## src/rtl/logo_key_gen_pkg.sv

```systemverilog
// logo_key_gen_pkg
//   Shared types and constants for the logo key generator.
//   - DATA_W  : video / alpha / key sample width
//   - KEY_MAX : full-scale key (1023 = pure live video, logo fully hidden)
//   - ROM_W   : logo ROM word width, {pixel, alpha}
//   - fade_state_e : fade controller states
package logo_key_gen_pkg;

  localparam int DATA_W = 10;
  localparam int ROM_W  = 2 * DATA_W;
  localparam logic [DATA_W-1:0] KEY_MAX = 10'd1023;

  typedef enum logic [1:0] {
    IDLE,
    FADE_IN,
    ON,
    FADE_OUT
  } fade_state_e;

endpackage

```

## src/rtl/logo_key_gen_if.sv

```systemverilog
// logo_key_gen_if
//   Bus to the external synchronous logo ROM.
//   - rom_rd   : read enable
//   - rom_addr : read address
//   - rom_data : {pixel[19:10], alpha[9:0]}, valid one clock after rom_addr/rom_rd
//   master = logo_key_gen side, slave = ROM side.
interface logo_key_gen_if #(
  parameter int ADDR_W = 13
);

  logic                                rom_rd;
  logic [ADDR_W-1:0]                   rom_addr;
  logic [logo_key_gen_pkg::ROM_W-1:0]  rom_data;

  modport master (
    output rom_rd,
    output rom_addr,
    input  rom_data
  );

  modport slave (
    input  rom_rd,
    input  rom_addr,
    output rom_data
  );

endinterface

```

## src/rtl/logo_key_gen_fade.sv

```systemverilog
// logo_fade_ctrl
//   Frame-stepped logo opacity controller. The level only moves on a frame
//   start (vs_rise), so it is constant across every pixel of a frame.
//   Ports:
//   - clk, rst   : clock, synchronous active-high reset
//   - vs_rise    : one-cycle frame-start strobe
//   - logo_en    : level request, logo visible
//   - fade_level : current opacity 0..1023
//   - fade_busy  : high while fading in or out
module logo_fade_ctrl
  import logo_key_gen_pkg::*;
#(
  parameter int FADE_STEP = 32
) (
  input  logic              clk,
  input  logic              rst,
  input  logic              vs_rise,
  input  logic              logo_en,
  output logic [DATA_W-1:0] fade_level,
  output logic              fade_busy
);

  localparam logic [DATA_W:0]   STEP_W = (DATA_W + 1)'(FADE_STEP);
  localparam logic [DATA_W:0]   FULL_W = {1'b0, KEY_MAX};
  localparam logic [DATA_W-1:0] STEP   = DATA_W'(FADE_STEP);

  fade_state_e       state_q, state_d;
  logic [DATA_W-1:0] level_q, level_d;
  logic              busy_q,  busy_d;
  logic [DATA_W:0]   up_sum;
  logic              up_full;
  logic              down_empty;

  always_comb begin
    up_sum     = {1'b0, level_q} + STEP_W;
    up_full    = (up_sum >= FULL_W);
    down_empty = ({1'b0, level_q} <= STEP_W);
    state_d    = state_q;
    level_d    = level_q;
    // Ramps always continue from the current level, so a reversal mid-fade
    // never jumps.
    if (vs_rise) begin
      if (logo_en && (state_q != ON)) begin
        if (up_full) begin
          state_d = ON;
          level_d = KEY_MAX;
        end else begin
          state_d = FADE_IN;
          level_d = up_sum[DATA_W-1:0];
        end
      end else if (!logo_en && (state_q != IDLE)) begin
        if (down_empty) begin
          state_d = IDLE;
          level_d = '0;
        end else begin
          state_d = FADE_OUT;
          level_d = level_q - STEP;
        end
      end
    end
    busy_d = (state_d == FADE_IN) || (state_d == FADE_OUT);
  end

  always_ff @(posedge clk) begin
    if (rst) begin
      state_q <= IDLE;
      level_q <= '0;
      busy_q  <= 1'b0;
    end else begin
      state_q <= state_d;
      level_q <= level_d;
      busy_q  <= busy_d;
    end
  end

  assign fade_level = level_q;
  assign fade_busy  = busy_q;

endmodule

```

## src/rtl/logo_key_gen.sv

```systemverilog
// logo_key_gen
//   Feeds the 10-bit key mixer: tracks raster position, fetches logo pixel and
//   alpha from an external ROM inside a fixed window, and emits live video,
//   logo sample and key, all delayed exactly 3 clocks from the inputs.
//   Ports:
//   - clk, rst            : clock, synchronous active-high reset
//   - de_in, vs_in        : pixel strobe, vertical sync (rising edge = frame start)
//   - data_in             : live video sample
//   - logo_en             : logo requested visible
//   - rom                 : ROM read bus (master)
//   - data_a_out          : delayed live video
//   - data_b_out          : logo pixel, 0 outside window
//   - key_out             : mixer key, 1023 = pure live video
//   - de_out, vs_out      : delayed strobes
//   - fade_busy           : fade in progress
module logo_key_gen
  import logo_key_gen_pkg::*;
#(
  parameter int LOGO_X    = 64,
  parameter int LOGO_Y    = 32,
  parameter int LOGO_W    = 128,
  parameter int LOGO_H    = 64,
  parameter int ADDR_W    = 13,
  parameter int FADE_STEP = 32
) (
  input  logic              clk,
  input  logic              rst,
  input  logic              de_in,
  input  logic              vs_in,
  input  logic [DATA_W-1:0] data_in,
  input  logic              logo_en,
  logo_key_gen_if.master    rom,
  output logic [DATA_W-1:0] data_a_out,
  output logic [DATA_W-1:0] data_b_out,
  output logic [DATA_W-1:0] key_out,
  output logic              de_out,
  output logic              vs_out,
  output logic              fade_busy
);

  localparam int POS_W = 12;
  localparam logic [POS_W-1:0]  X_LO     = POS_W'(LOGO_X);
  localparam logic [POS_W-1:0]  X_HI     = POS_W'(LOGO_X + LOGO_W);
  localparam logic [POS_W-1:0]  Y_LO     = POS_W'(LOGO_Y);
  localparam logic [POS_W-1:0]  Y_HI     = POS_W'(LOGO_Y + LOGO_H);
  localparam logic [POS_W-1:0]  POS_MAX  = '1;
  localparam logic [ADDR_W-1:0] ADDR_MAX = '1;

  // Logo opacity for one pixel; the end points bypass the multiplier so that
  // full fade gives exactly alpha and zero fade gives exactly 0.
  function automatic logic [DATA_W-1:0] opacity(input logic [DATA_W-1:0] alpha,
                                                input logic [DATA_W-1:0] level);
    logic [2*DATA_W-1:0] prod;
    prod = alpha * level;
    if (level == KEY_MAX)  return alpha;
    else if (level == '0)  return '0;
    else                   return prod[2*DATA_W-1:DATA_W];
  endfunction

  logic              vs_prev_q, vs_prev_d, de_prev_q, de_prev_d;
  logic [POS_W-1:0]  x_q, x_d, y_q, y_d;
  logic [ADDR_W-1:0] addr_q, addr_d;
  logic              frame_valid_q, frame_valid_d;
  logic              vs_rise, de_fall, hit;
  logic [DATA_W-1:0] fade_level;
  logic [DATA_W-1:0] rom_pix, rom_alpha;

  logic              vld_p0_q, vld_p0_d;
  logic [ADDR_W-1:0] rom_addr_q, rom_addr_d;
  logic [DATA_W-1:0] data_a_p0_q, data_a_p0_d;
  logic              de_p0_q, de_p0_d, vs_p0_q, vs_p0_d;
  logic              vld_p1_q, vld_p1_d;
  logic [DATA_W-1:0] data_a_p1_q, data_a_p1_d;
  logic              de_p1_q, de_p1_d, vs_p1_q, vs_p1_d;
  logic [DATA_W-1:0] data_a_out_q, data_a_out_d, data_b_out_q, data_b_out_d;
  logic [DATA_W-1:0] key_out_q, key_out_d;
  logic              de_out_q, de_out_d, vs_out_q, vs_out_d;

  assign vs_rise   = vs_in && !vs_prev_q;
  assign de_fall   = de_prev_q && !de_in;
  assign hit       = frame_valid_q && de_in && (x_q >= X_LO) && (x_q < X_HI) &&
                     (y_q >= Y_LO) && (y_q < Y_HI);
  assign rom_pix   = rom.rom_data[2*DATA_W-1:DATA_W];
  assign rom_alpha = rom.rom_data[DATA_W-1:0];

  logo_fade_ctrl #(
    .FADE_STEP (FADE_STEP)
  ) u_fade (
    .clk        (clk),
    .rst        (rst),
    .vs_rise    (vs_rise),
    .logo_en    (logo_en),
    .fade_level (fade_level),
    .fade_busy  (fade_busy)
  );

  always_comb begin
    vs_prev_d     = vs_in;
    de_prev_d     = de_in;
    x_d           = x_q;
    y_d           = y_q;
    addr_d        = addr_q;
    frame_valid_d = frame_valid_q;
    if (vs_rise) begin
      x_d           = '0;
      y_d           = '0;
      addr_d        = '0;
      frame_valid_d = 1'b1;
    end else begin
      // Counters hold at full scale rather than wrapping into the window.
      if (de_in) begin
        x_d = (x_q == POS_MAX) ? x_q : x_q + 1'b1;
      end else if (de_fall) begin
        x_d = '0;
        y_d = (y_q == POS_MAX) ? y_q : y_q + 1'b1;
      end
      if (hit) addr_d = (addr_q == ADDR_MAX) ? addr_q : addr_q + 1'b1;
    end

    // p0: ROM request issued, live sample and hit flag enter the pipe
    vld_p0_d     = hit;
    rom_addr_d   = addr_q;
    data_a_p0_d  = data_in;
    de_p0_d      = de_in;
    vs_p0_d      = vs_in;

    // p1: wait for ROM data
    vld_p1_d     = vld_p0_q;
    data_a_p1_d  = data_a_p0_q;
    de_p1_d      = de_p0_q;
    vs_p1_d      = vs_p0_q;

    // p2: ROM data valid, form logo sample and key
    data_a_out_d = data_a_p1_q;
    de_out_d     = de_p1_q;
    vs_out_d     = vs_p1_q;
    data_b_out_d = vld_p1_q ? rom_pix : '0;
    key_out_d    = vld_p1_q ? (KEY_MAX - opacity(rom_alpha, fade_level)) : KEY_MAX;
  end

  always_ff @(posedge clk) begin
    if (rst) begin
      vs_prev_q     <= 1'b0;
      de_prev_q     <= 1'b0;
      x_q           <= '0;
      y_q           <= '0;
      addr_q        <= '0;
      frame_valid_q <= 1'b0;
      vld_p0_q      <= 1'b0;
      rom_addr_q    <= '0;
      data_a_p0_q   <= '0;
      de_p0_q       <= 1'b0;
      vs_p0_q       <= 1'b0;
      vld_p1_q      <= 1'b0;
      data_a_p1_q   <= '0;
      de_p1_q       <= 1'b0;
      vs_p1_q       <= 1'b0;
      data_a_out_q  <= '0;
      data_b_out_q  <= '0;
      key_out_q     <= KEY_MAX;
      de_out_q      <= 1'b0;
      vs_out_q      <= 1'b0;
    end else begin
      vs_prev_q     <= vs_prev_d;
      de_prev_q     <= de_prev_d;
      x_q           <= x_d;
      y_q           <= y_d;
      addr_q        <= addr_d;
      frame_valid_q <= frame_valid_d;
      vld_p0_q      <= vld_p0_d;
      rom_addr_q    <= rom_addr_d;
      data_a_p0_q   <= data_a_p0_d;
      de_p0_q       <= de_p0_d;
      vs_p0_q       <= vs_p0_d;
      vld_p1_q      <= vld_p1_d;
      data_a_p1_q   <= data_a_p1_d;
      de_p1_q       <= de_p1_d;
      vs_p1_q       <= vs_p1_d;
      data_a_out_q  <= data_a_out_d;
      data_b_out_q  <= data_b_out_d;
      key_out_q     <= key_out_d;
      de_out_q      <= de_out_d;
      vs_out_q      <= vs_out_d;
    end
  end

  assign rom.rom_rd   = vld_p0_q;
  assign rom.rom_addr = rom_addr_q;
  assign data_a_out   = data_a_out_q;
  assign data_b_out   = data_b_out_q;
  assign key_out      = key_out_q;
  assign de_out       = de_out_q;
  assign vs_out       = vs_out_q;

endmodule

```

## src/flat_wrapper.sv

```systemverilog
// flat-port wrapper written by rule: the top's interface ports become plain ports
module logo_key_gen_flat import logo_key_gen_pkg::*;
#(
  parameter int LOGO_X    = 64,
  parameter int LOGO_Y    = 32,
  parameter int LOGO_W    = 128,
  parameter int LOGO_H    = 64,
  parameter int ADDR_W    = 13,
  parameter int FADE_STEP = 32
)
  (clk, rst, de_in, vs_in, data_in, logo_en, data_a_out, data_b_out, key_out, de_out, vs_out, fade_busy, rom_rom_rd, rom_rom_addr, rom_rom_data);
  logo_key_gen_if #(.ADDR_W(ADDR_W)) rom_i ();
  input  logic clk;
  input  logic rst;
  input  logic de_in;
  input  logic vs_in;
  input  logic [DATA_W-1:0] data_in;
  input  logic logo_en;
  output logic [DATA_W-1:0] data_a_out;
  output logic [DATA_W-1:0] data_b_out;
  output logic [DATA_W-1:0] key_out;
  output logic de_out;
  output logic vs_out;
  output logic fade_busy;
  output wire logic [$bits(rom_i.rom_rd)-1:0] rom_rom_rd;
  output wire logic [$bits(rom_i.rom_addr)-1:0] rom_rom_addr;
  input wire logic [$bits(rom_i.rom_data)-1:0] rom_rom_data;
  assign rom_rom_rd = rom_i.rom_rd;
  assign rom_rom_addr = rom_i.rom_addr;
  assign rom_i.rom_data = rom_rom_data;
  logo_key_gen #(.LOGO_X(LOGO_X), .LOGO_Y(LOGO_Y), .LOGO_W(LOGO_W), .LOGO_H(LOGO_H), .ADDR_W(ADDR_W), .FADE_STEP(FADE_STEP)) u_core (.clk(clk), .rst(rst), .de_in(de_in), .vs_in(vs_in), .data_in(data_in), .logo_en(logo_en), .rom(rom_i), .data_a_out(data_a_out), .data_b_out(data_b_out), .key_out(key_out), .de_out(de_out), .vs_out(vs_out), .fade_busy(fade_busy));
endmodule
```

## config.mk

```make
export PLATFORM = sky130hd
export DESIGN_NAME = logo_key_gen_flat
export DESIGN_NICKNAME = d
export VERILOG_FILES = /design/src/rtl/logo_key_gen_pkg.sv /design/src/rtl/logo_key_gen_if.sv /design/src/rtl/logo_key_gen_fade.sv /design/src/rtl/logo_key_gen.sv /design/src/flat_wrapper.sv
export SDC_FILE = /design/constraint.sdc
export NUM_CORES = 1
export LEC_CHECK = 0
export CELL_PAD_IN_SITES_DETAIL_PLACEMENT = 2
export CELL_PAD_IN_SITES_GLOBAL_PLACEMENT = 2
export CORE_ASPECT_RATIO = 0.7
export CORE_MARGIN = 1
export CORE_UTILIZATION = 39
export DETAILED_ROUTE_END_ITERATION = 10
export GPL_TIMING_DRIVEN = 0
export PLACE_DENSITY_LB_ADDON = 0.2
export SYNTH_ARGS = -nofsm -noshare
export SYNTH_HDL_FRONTEND = slang
export SYNTH_HIERARCHICAL = 1
export SYNTH_SLANG_ARGS = --single-unit
```

## constraint.sdc

```tcl
create_clock -name clk -period 13.15 [get_ports clk]
set_input_delay 3.2875 -clock clk [delete_from_list [all_inputs] [get_ports clk]]
set_output_delay 3.2875 -clock clk [all_outputs]
set_load 0.005 [all_outputs]
```

After elaboration in Yosys (flattened, before gate mapping)
Cells that the tools add are included.
- flip-flop bits (word level): 122
- bits in latches: 0
- memory bits (writable): 0
- bits in read-only memories: 0
- bits of input ports: 35
- output and inout port bits: 47
- logic and storage cells: 83
- memories kept: 0
- add/sub/neg operators: 6
- multiply operators: 1
- div/mod/pow operators: 0
- $lt $le $gt $ge: 6
- equality and inequality tests: 8
- shift-type cells: 0
- multiplexer cells: 14
- bitwise operators: 4
- reductions and logical operators: 23
- operators by type and width (cell ; number):
    2-to-1 mux 10 bit ; 6
    2-to-1 mux 12 bit ; 3
    adder 12 x 1 -> 12 bit (second input constant) ; 2
    equality test 12 bit (second input constant) ; 2
    multiplier 10 x 10 -> 20 bit ; 1
    adder 13 x 1 -> 13 bit (second input constant) ; 1
    equality test 13 bit (second input constant) ; 1
    greater-or-equal comparator 12 x 6 -> 1 bit (second input constant) ; 1
    greater-or-equal comparator 12 x 7 -> 1 bit (second input constant) ; 1
    < comparator 12 x 7 -> 1 bit (second input constant) ; 1
    < comparator 12 x 8 -> 1 bit (second input constant) ; 1
    adder 10 x 6 -> 11 bit (second input constant) ; 1
    greater-or-equal comparator 11 x 10 -> 1 bit (second input constant) ; 1
    equality test 10 bit (second input constant) ; 1
    less-or-equal comparator 10 x 6 -> 1 bit (second input constant) ; 1
    zero test 10 bit ; 1
    2-to-1 mux 2 bit ; 5
    subtractor 10 bit (first input constant) ; 1
    subtractor 10 x 6 -> 10 bit (second input constant) ; 1
    logical AND 1 bit ; 9
    AND reduction 2 bit ; 3
    nonzero test 2 bit ; 3
    != test 2 bit (second input constant) ; 2
    inverter 1 bit ; 4
    other kinds (6) ; 9

Depth between registers and ports, before layout
Gate-level depths: netlist of the first run.
- depth in word-level cells: 7
- depth in mapped cells: 20
- depth with buffers taken out: 18

By module
The synthesis of the first run kept the hierarchy.
- modules (own cells, without submodules) (module ; times used ; cells each ; area each (µm²) ; seq. area each (µm²)):
    logo_key_gen ; 1 ; 754 ; 7183.1 ; 2182.1
    logo_fade_ctrl ; 1 ; 80 ; 673.1 ; 160.2

Worst setup path before layout of the first run
No wires, ideal clock.
- path type: input -> register
- start: input rom_rom_data[5]
- end: register u_core.key_out_q[7], in the netlist u_core/key_out[7]
- setup time: 115 ps
- arrival: 7641 ps
- setup slack: 5393 ps
- stages on the path: 18
- path buffers: 1
- path through: clkbuf_1 -> nand2_1 -> fa_1 -> inv_1 -> fa_1 -> inv_1 -> fa_1 -> inv_1 -> fa_1 -> inv_1 -> fa_1 -> inv_1 -> ha_1 -> a21oi_1 -> o21bai_1 -> o211a_1 -> or3_1 -> and3_1
- longest elaborated chain between the ends: 4
- RTL lines (item ; RTL line ; RTL):
    from (decl) ; flat_wrapper.sv:27 ; input wire logic [$bits(rom_i.rom_data)-1:0] rom_rom_data;
    multiplier 10 x 10 -> 20 bit ; logo_key_gen.sv:54 ; prod = alpha * level;
    2-to-1 mux 10 bit ; logo_key_gen.sv:56 ; else if (level == '0) return '0;
    2-to-1 mux 10 bit (*) ; logo_key_gen.sv:55 ; if (level == KEY_MAX) return alpha;
    subtractor 10 bit (*) ; logo_key_gen.sv:138 ; key_out_d = vld_p1_q ? (KEY_MAX - opacity(rom_alpha, fade_level)) : KEY_MAX;
    to (signal assigned) ; logo_key_gen.sv:181 ; key_out_q <= key_out_d;
    to (decl) ; logo_key_gen.sv:76 ; logic [DATA_W-1:0] key_out_q, key_out_d;
Mark *: on every way between the ends. The rest lies on a longest branch, timed or not.
A chain may end at the register's enable or synchronous reset.

Worst setup path after layout of the first run
- start: input rom_rom_data[5]
- end: register u_core.key_out_q[9], in the netlist u_core/key_out[9]
Same word-level chain as after synthesis.

==> results of run 1 <==
-- power groups by stage --
stage          Sequential [mW]  Clock, mW  Combinational (mW)
3_5_place_dp             0.376          0               0.142
2_1_floorplan            0.373          0              0.0924
4_1_cts                  0.369      0.470               0.150
6_report                 0.369      0.459               0.150
5_1_grt                  0.369      0.483               0.165
3_3_place_gp             0.375          0               0.132
-- path summary, 6_finish.rpt --
| kind | end | slack (ps) | depth (start not counted) |
|---|---|---|---|
| hold / removal | u_core/data_a_out[5]$_SDFF_PP0_ | 440 | 1 |
| setup reg to reg | u_core/key_out[9]$_SDFF_PP1_ | 6760 | 20 |
| setup / recovery | u_core/key_out[9]$_SDFF_PP1_ | 4090 | 20 |
| hold reg to reg | u_core/data_a_out[5]$_SDFF_PP0_ | 440 | 1 |
-- through the flow --
step | instances | util | hold slack, ps | power (mW)
final | 1216 | 0.4844 | 438.8 | 0.9778
after global routing | 1216 | 0.4844 | 467.4 | 1.018
after CTS | 1216 | 0.4844 | 443.1 | 0.9882
after detailed placement | 1184 | 0.4555 | 427.8 | 0.5179
after global placement | 1184 | 0.4555 | 418.9 | 0.5067
after floorplan | 834 | - | 413.8 | 0.4658
-- flip-flops by register name (all words and copies together), names as in the netlist, 6 cells and up, named ones only --
register / cells
u_core/addr_q: 13
u_core/rom.rom_addr: 13
u_core/x_q: 12
u_core/y_q: 12
u_core/data_a_out: 10
u_core/data_a_out_d: 10
u_core/data_a_p0_q: 10
u_core/data_b_out: 10
u_core/key_out: 10
u_core/u_fade/fade_level: 6
-- cell type report --
cell class,count,area share
clock inverters,14,0.01478
clock buffers,18,0.04487
multi-input cells,597,0.5231
inverters,78,0.03061
well taps,270,0.03532
plain buffers,42,0.02276
flip-flops and latches,117,0.2449
repair buffers,80,0.08371
-- cell families after synthesis --
group,Yosys count
xor+xnor,35
flops,117
mux,3
compound gates,95
fa+ha+maj,122
simple gates,342
buf+inv,120
-- cell usage after synthesis (3+ instances only) --
master                     instances  area [um^2]
sky130_fd_sc_hd__dfxtp_1         117         2342
sky130_fd_sc_hd__inv_1            78        292.8
sky130_fd_sc_hd__and2_1           76        475.5
sky130_fd_sc_hd__nand2_1          66        247.7
sky130_fd_sc_hd__fa_1             61         1221
sky130_fd_sc_hd__ha_1             61        763.2
sky130_fd_sc_hd__nor2b_1          56        350.3
sky130_fd_sc_hd__nor2_1           45        168.9
sky130_fd_sc_hd__clkbuf_1         29        108.9
sky130_fd_sc_hd__nand3_1          25        125.1
sky130_fd_sc_hd__xor2_1           25        219.0
sky130_fd_sc_hd__a21oi_1          22        110.1
sky130_fd_sc_hd__and3_1           14        87.58
sky130_fd_sc_hd__nand4_1          13        81.33
sky130_fd_sc_hd__or3_1            10        62.56
sky130_fd_sc_hd__xnor2_1          10        87.58
sky130_fd_sc_hd__o21ai_0           8        40.04
sky130_fd_sc_hd__nor3_1            7        35.03
sky130_fd_sc_hd__nor4_1            7        43.79
sky130_fd_sc_hd__o21ai_1           7        35.03
sky130_fd_sc_hd__nand2b_1          6        37.54
sky130_fd_sc_hd__a21o_1            5        37.54
sky130_fd_sc_hd__a31oi_1           5        31.28
sky130_fd_sc_hd__buf_4             5        37.54
sky130_fd_sc_hd__buf_6             5        56.30
sky130_fd_sc_hd__a22oi_1           4        30.03
sky130_fd_sc_hd__a32oi_1           4        35.03
sky130_fd_sc_hd__and4_1            4        35.03
sky130_fd_sc_hd__nand4_2           4        50.05
sky130_fd_sc_hd__a211oi_2          3        37.54
sky130_fd_sc_hd__mux2i_1           3        30.03
-- worst register-to-register path, delay by kind of cell (launching register included) --
family                   cells  cell delay, ps
flip-flops                   1             600
adder cells (fa/ha/maj)      6            3100
AO/OA/AOI/OAI                4             970
buffers and inverters        7            1010
multiplexers                 1             150
AND/OR/NAND/NOR              2             440
-- layer usage --
layer,up-vias,wire length [um],GRT usage,share of wire
li1,2955,-,-,-
met3,35,1100,0.04583,0.040
met5,-,0,0,0
met4,0,495,0.08482,0.018
met2,170,13980,0.4975,0.51
met1,3352,11730,0.3419,0.43
==> PnR_summary.wiki, run 1 <==
{| class="wikitable"
! Metric !! Value
|-
| Die Width || 171.6 um
|-
| Post-detailed-route DRC marker count || 0
|-
| Peak per-stage delay on the critical path || about 600 ps
|-
| Internal power || roughly 0.7 mW
|-
| Cells along the critical path || clkdlybuf4s50_1 -> clkbuf_1 -> nand2_1 -> fa_1 -> inv_1 -> fa_1 -> inv_1 -> fa_1 -> inv_1 -> fa_1 -> inv_1 -> fa_1 -> inv_1 -> ha_1 -> o21ai_1 -> a21oi_1 -> nand2_1 -> a311oi_2 -> mux2i_1 -> a211oi_2
|-
| DIE HEIGHT || between 100 and 150 um
|-
| VDD IR max || roughly 70 uV
|-
| Number of clock sinks seen by CTS || ~120
|-
| Final worst-path cycle share || 0.6892
|-
| Number of setup violations in the final report || 0
|-
| Ys async rst share || 0
|-
| Type of the worst min-delay path || flop to flop
|-
| Worst Slack Setup Final || between 4000 and 5000 ps
|-
| RSZ-0062 raised after global routing || false
|-
| Number of synthesized register bits || between 100 and 150
|-
| TritonCTS clock tree || done
|-
| Dominant register cell in the synthesized netlist || sky130_fd_sc_hd__dfxtp_1
|-
| Max Clk Rate || around 110 MHz
|-
| First-pass iteration count of the detailed router || 4
|-
| Maximum number of pins on one net before global-route repair || 17
|-
| Crit end category || flop
|-
| Initial core utilization || 0.3979
|-
| Most common cell after layout, fill and taps aside || sky130_fd_sc_hd__dfxtp_1
|-
| Post-synthesis mux area share || 0.003822
|-
| Post-Syn Nets || a little under 1k
|-
| Final Hold Fails || 0
|-
| Final WL || 27.30 mm
|-
| DP Area || between 8000 and 9000 um^2
|-
| Combinational fraction of design power || 0.154
|-
| Filler cell count || approximately 2.1k
|-
| Leakage component of the power || between 4 and 5 nW
|-
| Combined flip-flop and latch cell area || about 2300 um^2
|-
| Post-synthesis share of cell area spent on full adders, half adders and majority gates || 0.2526
|-
| Number of I/O port buffers || 80
|-
| Post-CTS setup-driven buffer insertion count || 0
|-
| Via count of the first global-routing pass || 7580
|-
| Max Slew Vio Count || 0
|-
| Complex-gate fraction of the synthesized area || 0.09874
|-
| Number of nets with antenna violations after detailed routing || 0
|-
| Clock-pin slew on the worst setup and hold paths || approximately 60 ps
|-
| Number of H-tree levels || 4
|-
| Hold-fix buffers at CTS || 0
|-
| Startpoint of the lowest-slack register-to-register path || u_core/u_fade/fade_level[3]$_SDFFE_PP0P_
|-
| Detailed placement HPWL || about 19 mm
|-
| Worst slew margin relative to its limit || 0.4519
|-
| Gate count of the mapped netlist || 834
|-
| Initial antenna violation count || 1
|-
| Syn avg cell area || 9.420 um^2
|-
| Max clock buf depth || 2
|-
| Worst Setup SP || rom_rom_data[5]
|-
| Number of ports placed on the die boundary || 82
|-
| Crit-path max FO || 10
|-
| Reported net switching power || ~0.3 mW
|-
| Slew at the pin closest to its max-slew limit || 819.2 ps
|-
| Growth of design area from synthesis to finish || 21.76%
|-
| Post-synthesis cell type count || 71
|-
| Basic-gate share of the synthesized area counting and, or, nand and nor cells || 0.2427
|-
| Clock buffers created by TritonCTS || 17
|-
| Core area || between 15000 and 20000 um^2
|-
| Relative contribution of sequential cells to total power || 0.377
|-
| Arrival time reported for the critical path endpoint || between 9000 and 10000 ps
|-
| Vias || between 6k and 7k
|-
| Highest-count cells in the layout ignoring fill and taps || sky130_fd_sc_hd__dfxtp_1, sky130_fd_sc_hd__clkdlybuf4s50_1, sky130_fd_sc_hd__inv_1
|-
| Cell with the biggest individual delay on the critical path || sky130_fd_sc_hd__fa_1
|-
| Shortest period the worst path allows || 9062 ps
|-
| Dominant combinational cell family by area after synthesis || adder cells
|-
| Accumulated negative setup slack || 0 ps
|-
| Kind of launch point of the worst setup path || input port
|-
| Remaining global-route overflow || 0
|-
| Place WS || slightly below 4000 ps
|-
| Outcome || complete, no violations
|-
| Post-CTS Resized || 0
|-
| Hold wc startpoint || u_core/data_a_out_d[5]$_SDFF_PP0_
|-
| Mapped Area || roughly 7900 um^2
|-
| Initial DRC count || 292
|-
| Final std cell area, no fill || around 9600 um^2
|-
| Drt wl/cell || between 20 and 25 um
|-
| Fraction of layout cells with a size suffix above 1 || 0.07505
|-
| Pwr/cell area || between 100 and 150 nW/um^2
|-
| Multi-input gate area || 5004 um^2
|-
| Cell at the root of the clock tree || sky130_fd_sc_hd__clkbuf_16
|-
| XOR/XNOR Fraction of Synth Area || 0.03902
|-
| Relative contribution of the clock network to total power || 0.469
|-
| Global-route wire length before repair || ~43 mm
|-
| Yosys warning total || 6
|-
| Area of the die || between 20000 and 25000 um^2
|-
| Final layout net count || about 1.1k
|-
| Clock Latency Late Sink || between 400 and 500 ps
|-
| Crit-path leading delay family || adder cells
|-
| Buffers & Inverters on Critical Path || 7
|-
| Overall global routing resource usage || 0.2789
|-
| Site Rows || between 40 and 50
|-
| Sw Ratio || 0.2988
|-
| Number of synthesized flops with an enable pin || 0
|-
| Final estimated routing congestion in global placement || roughly 0.86
|-
| Worst setup skew after layout || 7.657 ps
|-
| Final antenna diode count || 0
|-
| Vias per cell || between 5 and 6
|-
| Crit path kind || input port to flop
|-
| Worst EP required || roughly 13000 ps
|-
| Max-cap violation count || 0
|-
| Share of the yosys chip area belonging to registers || 0.2981
|}
Power figures use the tool's default switching activity.
==> inputs of run 2 (changes only) <==
--- a/config.mk
+++ b/config.mk
@@ -9,7 +9,7 @@
 export CELL_PAD_IN_SITES_GLOBAL_PLACEMENT = 2
 export CORE_ASPECT_RATIO = 0.7
 export CORE_MARGIN = 1
-export CORE_UTILIZATION = 39
+export CORE_UTILIZATION = 36
 export DETAILED_ROUTE_END_ITERATION = 10
 export GPL_TIMING_DRIVEN = 0
 export PLACE_DENSITY_LB_ADDON = 0.2
==> constraint.sdc (replaced) <==
create_clock -name clk -period 9 [get_ports clk]
set_input_delay 2.25 -clock clk [delete_from_list [all_inputs] [get_ports clk]]
set_output_delay 2.25 -clock clk [all_outputs]
set_load 0.005 [all_outputs]
==> run 2 against run 1 <==
Against the previous run:
- sequential cell count did not move
- critical path depth shrank 2
- worst hold slack hardly changed
- highest routed layer unchanged
- first-iteration DRC count shrank 38%
- final area grew 0.77%
- clock skew rose by 2.1 ps
- via count is 2.9% lower
- total power is 53% higher
- register-to-register slack lost 3800 ps
- largest power group unchanged
==> PnR_summary.wiki, run 2 (synthesis gave the netlist of run 1 again) <==
{| class="wikitable"
! Metric !! Value
|-
| Detailed placement HPWL || 17.62 mm
|-
| Worst slew margin relative to its limit || 0.5192
|-
| Clock-pin slew on the worst setup and hold paths || 60 ps
|-
| VDD IR max || 138.0 uV
|-
| Initial antenna violation count || 0
|-
| Number of clock sinks seen by CTS || around 120
|-
| Initial core utilization || 0.3726
|-
| Max clock buf depth || 2
|-
| Number of setup violations in the final report || 0
|-
| Initial DRC count || about 180
|-
| Crit path kind || input port to flop
|-
| Slew at the pin closest to its max-slew limit || roughly 720 ps
|-
| Via count of the first global-routing pass || between 6k and 7k
|-
| Vias || approximately 6.3k
|-
| Post-CTS setup-driven buffer insertion count || 0
|-
| Shortest period the worst path allows || roughly 7600 ps
|-
| Number of H-tree levels || 4
|-
| Crit end category || flop
|-
| Final estimated routing congestion in global placement || approximately 0.79
|-
| Final layout net count || ~1.1k
|-
| Final Hold Fails || 0
|-
| Maximum number of pins on one net before global-route repair || 17
|-
| Clock buffers created by TritonCTS || 17
|-
| Kind of launch point of the worst setup path || input port
|-
| Overall global routing resource usage || 0.2278
|-
| Type of the worst min-delay path || flop to flop
|-
| DIE HEIGHT || around 130 um
|-
| Clock Latency Late Sink || approximately 420 ps
|-
| Global-route wire length before repair || around 40 mm
|-
| Area of the die || 22430 um^2
|-
| Worst EP required || around 9300 ps
|-
| Arrival time reported for the critical path endpoint || 7930 ps
|-
| Max Clk Rate || between 100 and 150 MHz
|-
| Hold-fix buffers at CTS || 0
|-
| Highest-count cells in the layout ignoring fill and taps || sky130_fd_sc_hd__dfxtp_1, sky130_fd_sc_hd__clkdlybuf4s50_1, sky130_fd_sc_hd__inv_1
|-
| Site Rows || 44
|-
| Final antenna diode count || 0
|-
| Cell at the root of the clock tree || sky130_fd_sc_hd__clkbuf_16
|-
| First-pass iteration count of the detailed router || 4
|-
| RSZ-0062 raised after global routing || false
|-
| Growth of design area from synthesis to finish || 22.69%
|-
| Accumulated negative setup slack || 0 ps
|-
| Final worst-path cycle share || 0.8476
|-
| Number of ports placed on the die boundary || 82
|-
| Post-detailed-route DRC marker count || 0
|-
| Number of nets with antenna violations after detailed routing || 0
|-
| Post-Route Hold Slack || around 440 ps
|-
| Vias per cell || roughly 5.2
|-
| Final WL || approximately 24 mm
|-
| Die Width || 178.6 um
|-
| Outcome || complete, no violations
|-
| Pwr/cell area || 154.8 nW/um^2
|-
| Filler cell count || ~2.3k
|-
| Max Slew Vio Count || 0
|-
| Fraction of layout cells with a size suffix above 1 || 0.07611
|-
| Remaining global-route overflow || 0
|-
| Number of I/O port buffers || 80
|-
| Drt wl/cell || 19.75 um
|-
| Post-CTS Resized || 0
|-
| TritonCTS clock tree || done
|-
| Core area || 21090 um^2
|-
| Crit-path max FO || 10
|-
| Most common cell after layout, fill and taps aside || sky130_fd_sc_hd__dfxtp_1
|-
| Worst setup skew after layout || about 9.7 ps
|-
| Leakage component of the power || around 4.3 nW
|-
| Slack of the worst reg-to-reg path || 2940 ps
|-
| Max-cap violation count || 0
|}
run 2: changes by cell type in the layout (fill, tap and decap cells not counted), moves of 2 or more:
cell | before | now
sky130_fd_sc_hd__bufinv_16 | 1 | 4
sky130_fd_sc_hd__clkinv_2 | 0 | 2
sky130_fd_sc_hd__clkinvlp_4 | 4 | 2
sky130_fd_sc_hd__inv_6 | 6 | 4
run 2: path summary, 6_finish.rpt:
| check | start | endpoint | depth (start not counted) |
|---|---|---|---|
| worst max-delay path | rom_rom_data[4] | u_core/key_out[8]$_SDFF_PP1_ | 18 |
| worst max register to register | u_core/u_fade/fade_level[3]$_SDFFE_PP0P_ | u_core/key_out[8]$_SDFF_PP1_ | 20 |
| worst min-delay path | u_core/data_a_p0_q[7]$_SDFF_PP0_ | u_core/data_a_out_d[7]$_SDFF_PP0_ | 1 |
| worst min register to register | u_core/data_a_p0_q[7]$_SDFF_PP0_ | u_core/data_a_out_d[7]$_SDFF_PP0_ | 1 |
run 2: layer usage:
| metal | routed length (um) | up-vias | global-route usage |
|---|---|---|---|
| li1 | - | 2962 | - |
| met1 | 12190 | 3250 | 0.3279 |
| met2 | 11030 | 93 | 0.3598 |
| met3 | 740 | 18 | 0.03498 |
| met4 | 171 | 0 | 0.04487 |
| met5 | 0 | - | 0 |
run 2: metrics by stage:
| step | utilization | instances | instance area [um^2] | worst slack, ps | total power [mW] |
|---|---|---|---|---|---|
| 2_1_floorplan | - | 834 | 7856 | 2281 | 0.6805 |
| 3_3_place_gp | 0.4270 | 1190 | 9002 | 986.8 | 0.7437 |
| 3_5_place_dp | 0.4270 | 1190 | 9002 | 1013 | 0.7535 |
| 4_1_cts | 0.4572 | 1222 | 9639 | 1425 | 1.508 |
| 5_1_grt | 0.4572 | 1222 | 9639 | 1077 | 1.561 |
| 6_report | 0.4572 | 1222 | 9639 | 1372 | 1.492 |
run 2: worst max-delay path: stages:
cell and delay, ps:
sky130_fd_sc_hd__clkdlybuf4s50_1 470, sky130_fd_sc_hd__clkbuf_1 550, sky130_fd_sc_hd__nand2_1 180, sky130_fd_sc_hd__fa_1 530
sky130_fd_sc_hd__fa_1 510, sky130_fd_sc_hd__inv_1 70, sky130_fd_sc_hd__fa_1 500, sky130_fd_sc_hd__fa_1 560
sky130_fd_sc_hd__inv_1 60, sky130_fd_sc_hd__fa_1 530, sky130_fd_sc_hd__inv_1 40, sky130_fd_sc_hd__ha_1 370
sky130_fd_sc_hd__nand2_1 110, sky130_fd_sc_hd__o21bai_1 250, sky130_fd_sc_hd__nand2_1 200, sky130_fd_sc_hd__a31oi_1 310
sky130_fd_sc_hd__a21oi_1 130, sky130_fd_sc_hd__a32oi_1 320
run 2: layout make-up:
type / count / area, um^2 / share of cell area
clock buffer: 18 / 439.2 / 0.04556
sequential: 117 / 2342 / 0.2430
timing repair buffer: 80 / 800.8 / 0.08307
inverter: 78 / 292.8 / 0.03037
tap: 276 / 345.3 / 0.03583
clock inverter: 14 / 197.7 / 0.02051
multi-input combinational: 597 / 5004 / 0.5191
buffer: 42 / 217.7 / 0.02259
run 2: power by group:
part,switching (mW),internal [mW],leakage (nW)
logic,0.125,0.0848,3.01
registers,0.00926,0.528,0.950
clock network,0.271,0.474,0.308
total,0.405,1.09,4.27
==> inputs of run 3 (changes only) <==
==> constraint.sdc (replaced) <==
create_clock -name clk -period 7.44 [get_ports clk]
set_input_delay 1.86 -clock clk [delete_from_list [all_inputs] [get_ports clk]]
set_output_delay 1.86 -clock clk [all_outputs]
set_load 0.005 [all_outputs]
==> run 3 against run 2 <==
Against the previous run:
- die area is the same
- cell count is essentially flat
- register-to-register slack lost 1600 ps
- final area is essentially flat
- wire length is essentially flat
- global-route usage is the same
- non-clock buffer count shrank 1
- critical endpoint unchanged
==> PnR_summary.wiki, run 3 (synthesis gave the netlist of run 1 again) <==
{| class="wikitable"
! Metric !! Value
|-
| Outcome || complete, no violations
|-
| Startpoint of the lowest-slack register-to-register path || u_core/u_fade/fade_level[3]$_SDFFE_PP0P_
|-
| Worst Hold Endpoint || u_core/data_a_out_d[7]$_SDFF_PP0_
|-
| Number of nets with antenna violations after detailed routing || 0
|-
| Maximum number of pins on one net before global-route repair || 17
|-
| Pwr/cell area || ~190 nW/um^2
|-
| Worst EP required || between 7000 and 8000 ps
|-
| DP Area || around 9000 um^2
|-
| Max Clk Rate || 139.3 MHz
|-
| Most repeated library cell on the critical path || sky130_fd_sc_hd__fa_1
|-
| Post-Route Hold Slack || about 430 ps
|-
| Sw Ratio || 0.2712
|-
| Kind of launch point of the worst setup path || input port
|-
| Number of ports placed on the die boundary || 82
|-
| Number of clock sinks seen by CTS || between 100 and 150
|-
| Number of H-tree levels || 4
|-
| Number of setup violations in the final report || 0
|-
| First-pass iteration count of the detailed router || 4
|-
| Detailed placement HPWL || approximately 18 mm
|-
| Reported net switching power || between 0.4 and 0.5 mW
|-
| Slack of the worst reg-to-reg path || about 1400 ps
|-
| Post-CTS setup-driven buffer insertion count || 0
|-
| Reg-to-reg critical path endpoint || u_core/key_out[8]$_SDFF_PP1_
|-
| Levels on crit path || 18
|-
| Core area || 21090 um^2
|-
| Clock-pin slew on the worst setup and hold paths || approximately 60 ps
|-
| Relative contribution of the clock network to total power || 0.499
|-
| Crit path kind || input port to flop
|-
| Hold wc startpoint || u_core/data_a_p0_q[7]$_SDFF_PP0_
|-
| Initial antenna violation count || 0
|-
| Final Hold Fails || 0
|-
| Vias per cell || roughly 5.1
|-
| Worst setup skew after layout || ~9.8 ps
|-
| Hold-fix buffers at CTS || 0
|-
| Overall global routing resource usage || 0.2278
|-
| Combinational fraction of design power || 0.140
|-
| Type of the worst min-delay path || flop to flop
|-
| Shortest period the worst path allows || slightly above 7000 ps
|-
| Filler cell count || ~2.3k
|-
| Clock buffers created by TritonCTS || 17
|-
| Number of I/O port buffers || 80
|-
| Initial DRC count || ~210
|-
| Global-route wire length before repair || between 30 and 40 mm
|-
| Cells along the critical path || clkdlybuf4s50_1 -> clkbuf_1 -> nand2_1 -> fa_1 -> fa_1 -> inv_1 -> fa_1 -> fa_1 -> inv_1 -> fa_1 -> inv_1 -> ha_1 -> nand2_1 -> o21bai_1 -> nand2_1 -> a31oi_1 -> a21oi_1 -> a32oi_1
|-
| Number of cell instances on the worst register-to-register path || 20
|-
| Max clock buf depth || 2
|-
| Final worst-path cycle share || 0.9649
|-
| Crit end category || flop
|-
| Max-cap violation count || 0
|-
| Final layout net count || between 1k and 1.5k
|-
| Slew at the pin closest to its max-slew limit || roughly 680 ps
|-
| Worst slew margin relative to its limit || 0.5479
|-
| Final antenna diode count || 0
|-
| RSZ-0062 raised after global routing || false
|-
| Fraction of layout cells with a size suffix above 1 || 0.08042
|-
| Via count of the first global-routing pass || 6992
|-
| WHS Path Cells || 1
|-
| Relative contribution of sequential cells to total power || 0.360
|-
| Peak per-stage delay on the critical path || 560 ps
|-
| Cell with the biggest individual delay on the critical path || sky130_fd_sc_hd__fa_1
|-
| Drt wl/cell || around 20 um
|-
| Cell at the root of the clock tree || sky130_fd_sc_hd__clkbuf_16
|-
| Total Power Consumption || 1.805 mW
|-
| Worst Slack Setup Final || around 260 ps
|-
| Buffers & Inverters on Critical Path || 5
|-
| Crit-path leading delay family || adder cells
|-
| Highest-count cells in the layout ignoring fill and taps || sky130_fd_sc_hd__dfxtp_1, sky130_fd_sc_hd__clkdlybuf4s50_1, sky130_fd_sc_hd__inv_1
|-
| Leakage component of the power || about 4.3 nW
|-
| Remaining global-route overflow || 0
|-
| TritonCTS clock tree || done
|-
| Arrival time reported for the critical path endpoint || about 7500 ps
|-
| Die Width || approximately 180 um
|-
| Max Slew Vio Count || 0
|-
| Initial core utilization || 0.3726
|-
| Final WL || roughly 24 mm
|-
| Post-detailed-route DRC marker count || 0
|-
| Place WS || -156.6 ps
|-
| Site Rows || 44
|-
| DIE HEIGHT || around 130 um
|-
| Area of the die || approximately 22000 um^2
|-
| Clock Latency Late Sink || between 400 and 500 ps
|-
| Internal power || 1.315 mW
|-
| VDD IR max || roughly 170 uV
|-
| Vias || 6275
|-
| Final estimated routing congestion in global placement || ~0.8
|-
| Growth of design area from synthesis to finish || 22.74%
|-
| Crit-path max FO || 10
|-
| Most common cell after layout, fill and taps aside || sky130_fd_sc_hd__dfxtp_1
|-
| Final std cell area, no fill || between 9000 and 10000 um^2
|}
==> run 3: cell types whose count changed in the layout (fill, tap and decap cells not counted), sizes merged <==
cell | previous run | this run
clkbuf | 48 | 47
==> run 3: area by class of cell <==
class	instances	area (um^2)	share of cell area
multi-input combinational	597	5007	0.5193
clock buffer	18	439.2	0.04554
tap	276	345.3	0.03581
inverter	78	292.8	0.03036
buffer	41	217.7	0.02258
sequential	117	2342	0.2429
timing repair buffer	80	800.8	0.08304
clock inverter	14	197.7	0.02050
==> run 3: worst max-delay path by stage <==
stage | slack [ps] | start | end
after floorplan | 1110 | rom_rom_data[5] | u_core/key_out[7]$_SDFF_PP1_
after global placement | -180 | rom_rom_data[5] | u_core/key_out[8]$_SDFF_PP1_
after detailed placement | -160 | rom_rom_data[5] | u_core/key_out[8]$_SDFF_PP1_
after CTS | 260 | rom_rom_data[6] | u_core/key_out[7]$_SDFF_PP1_
after global routing | 10 | rom_rom_data[1] | u_core/key_out[8]$_SDFF_PP1_
final | 260 | rom_rom_data[1] | u_core/key_out[8]$_SDFF_PP1_
==> run 3: metal layers <==
layer,global-route usage,vias to the layer above,wire length [um]
li1,-,2958,-
met1,0.3279,3224,12240
met2,0.3598,83,11140
met3,0.03498,10,633
met4,0.04487,0,117
met5,0,-,0
==> run 3: per-stage QoR <==
step	TNS (ps)	util	instances
2_1_floorplan	0	-	834
3_3_place_gp	-691.2	0.4270	1190
3_5_place_dp	-765.8	0.4270	1190
4_1_cts	0	0.4572	1222
5_1_grt	0	0.4573	1221
6_report	0	0.4573	1221
==> run 3: what timing repair did <==
action | CTS | global route
gates resized for setup | 0 | 7
endpoints found under the hold margin | 0 | 0
endpoints found under the setup margin | 0 | 3
==> run 3: power groups by stage <==
| stage | registers [mW] | logic, mW | clock network, mW |
|---|---|---|---|
| floorplan | 0.660 | 0.163 | 0 |
| global placement | 0.662 | 0.237 | 0 |
| detailed placement | 0.663 | 0.248 | 0 |
| CTS | 0.650 | 0.255 | 0.919 |
| global route | 0.651 | 0.284 | 0.953 |
| finish | 0.650 | 0.253 | 0.901 |
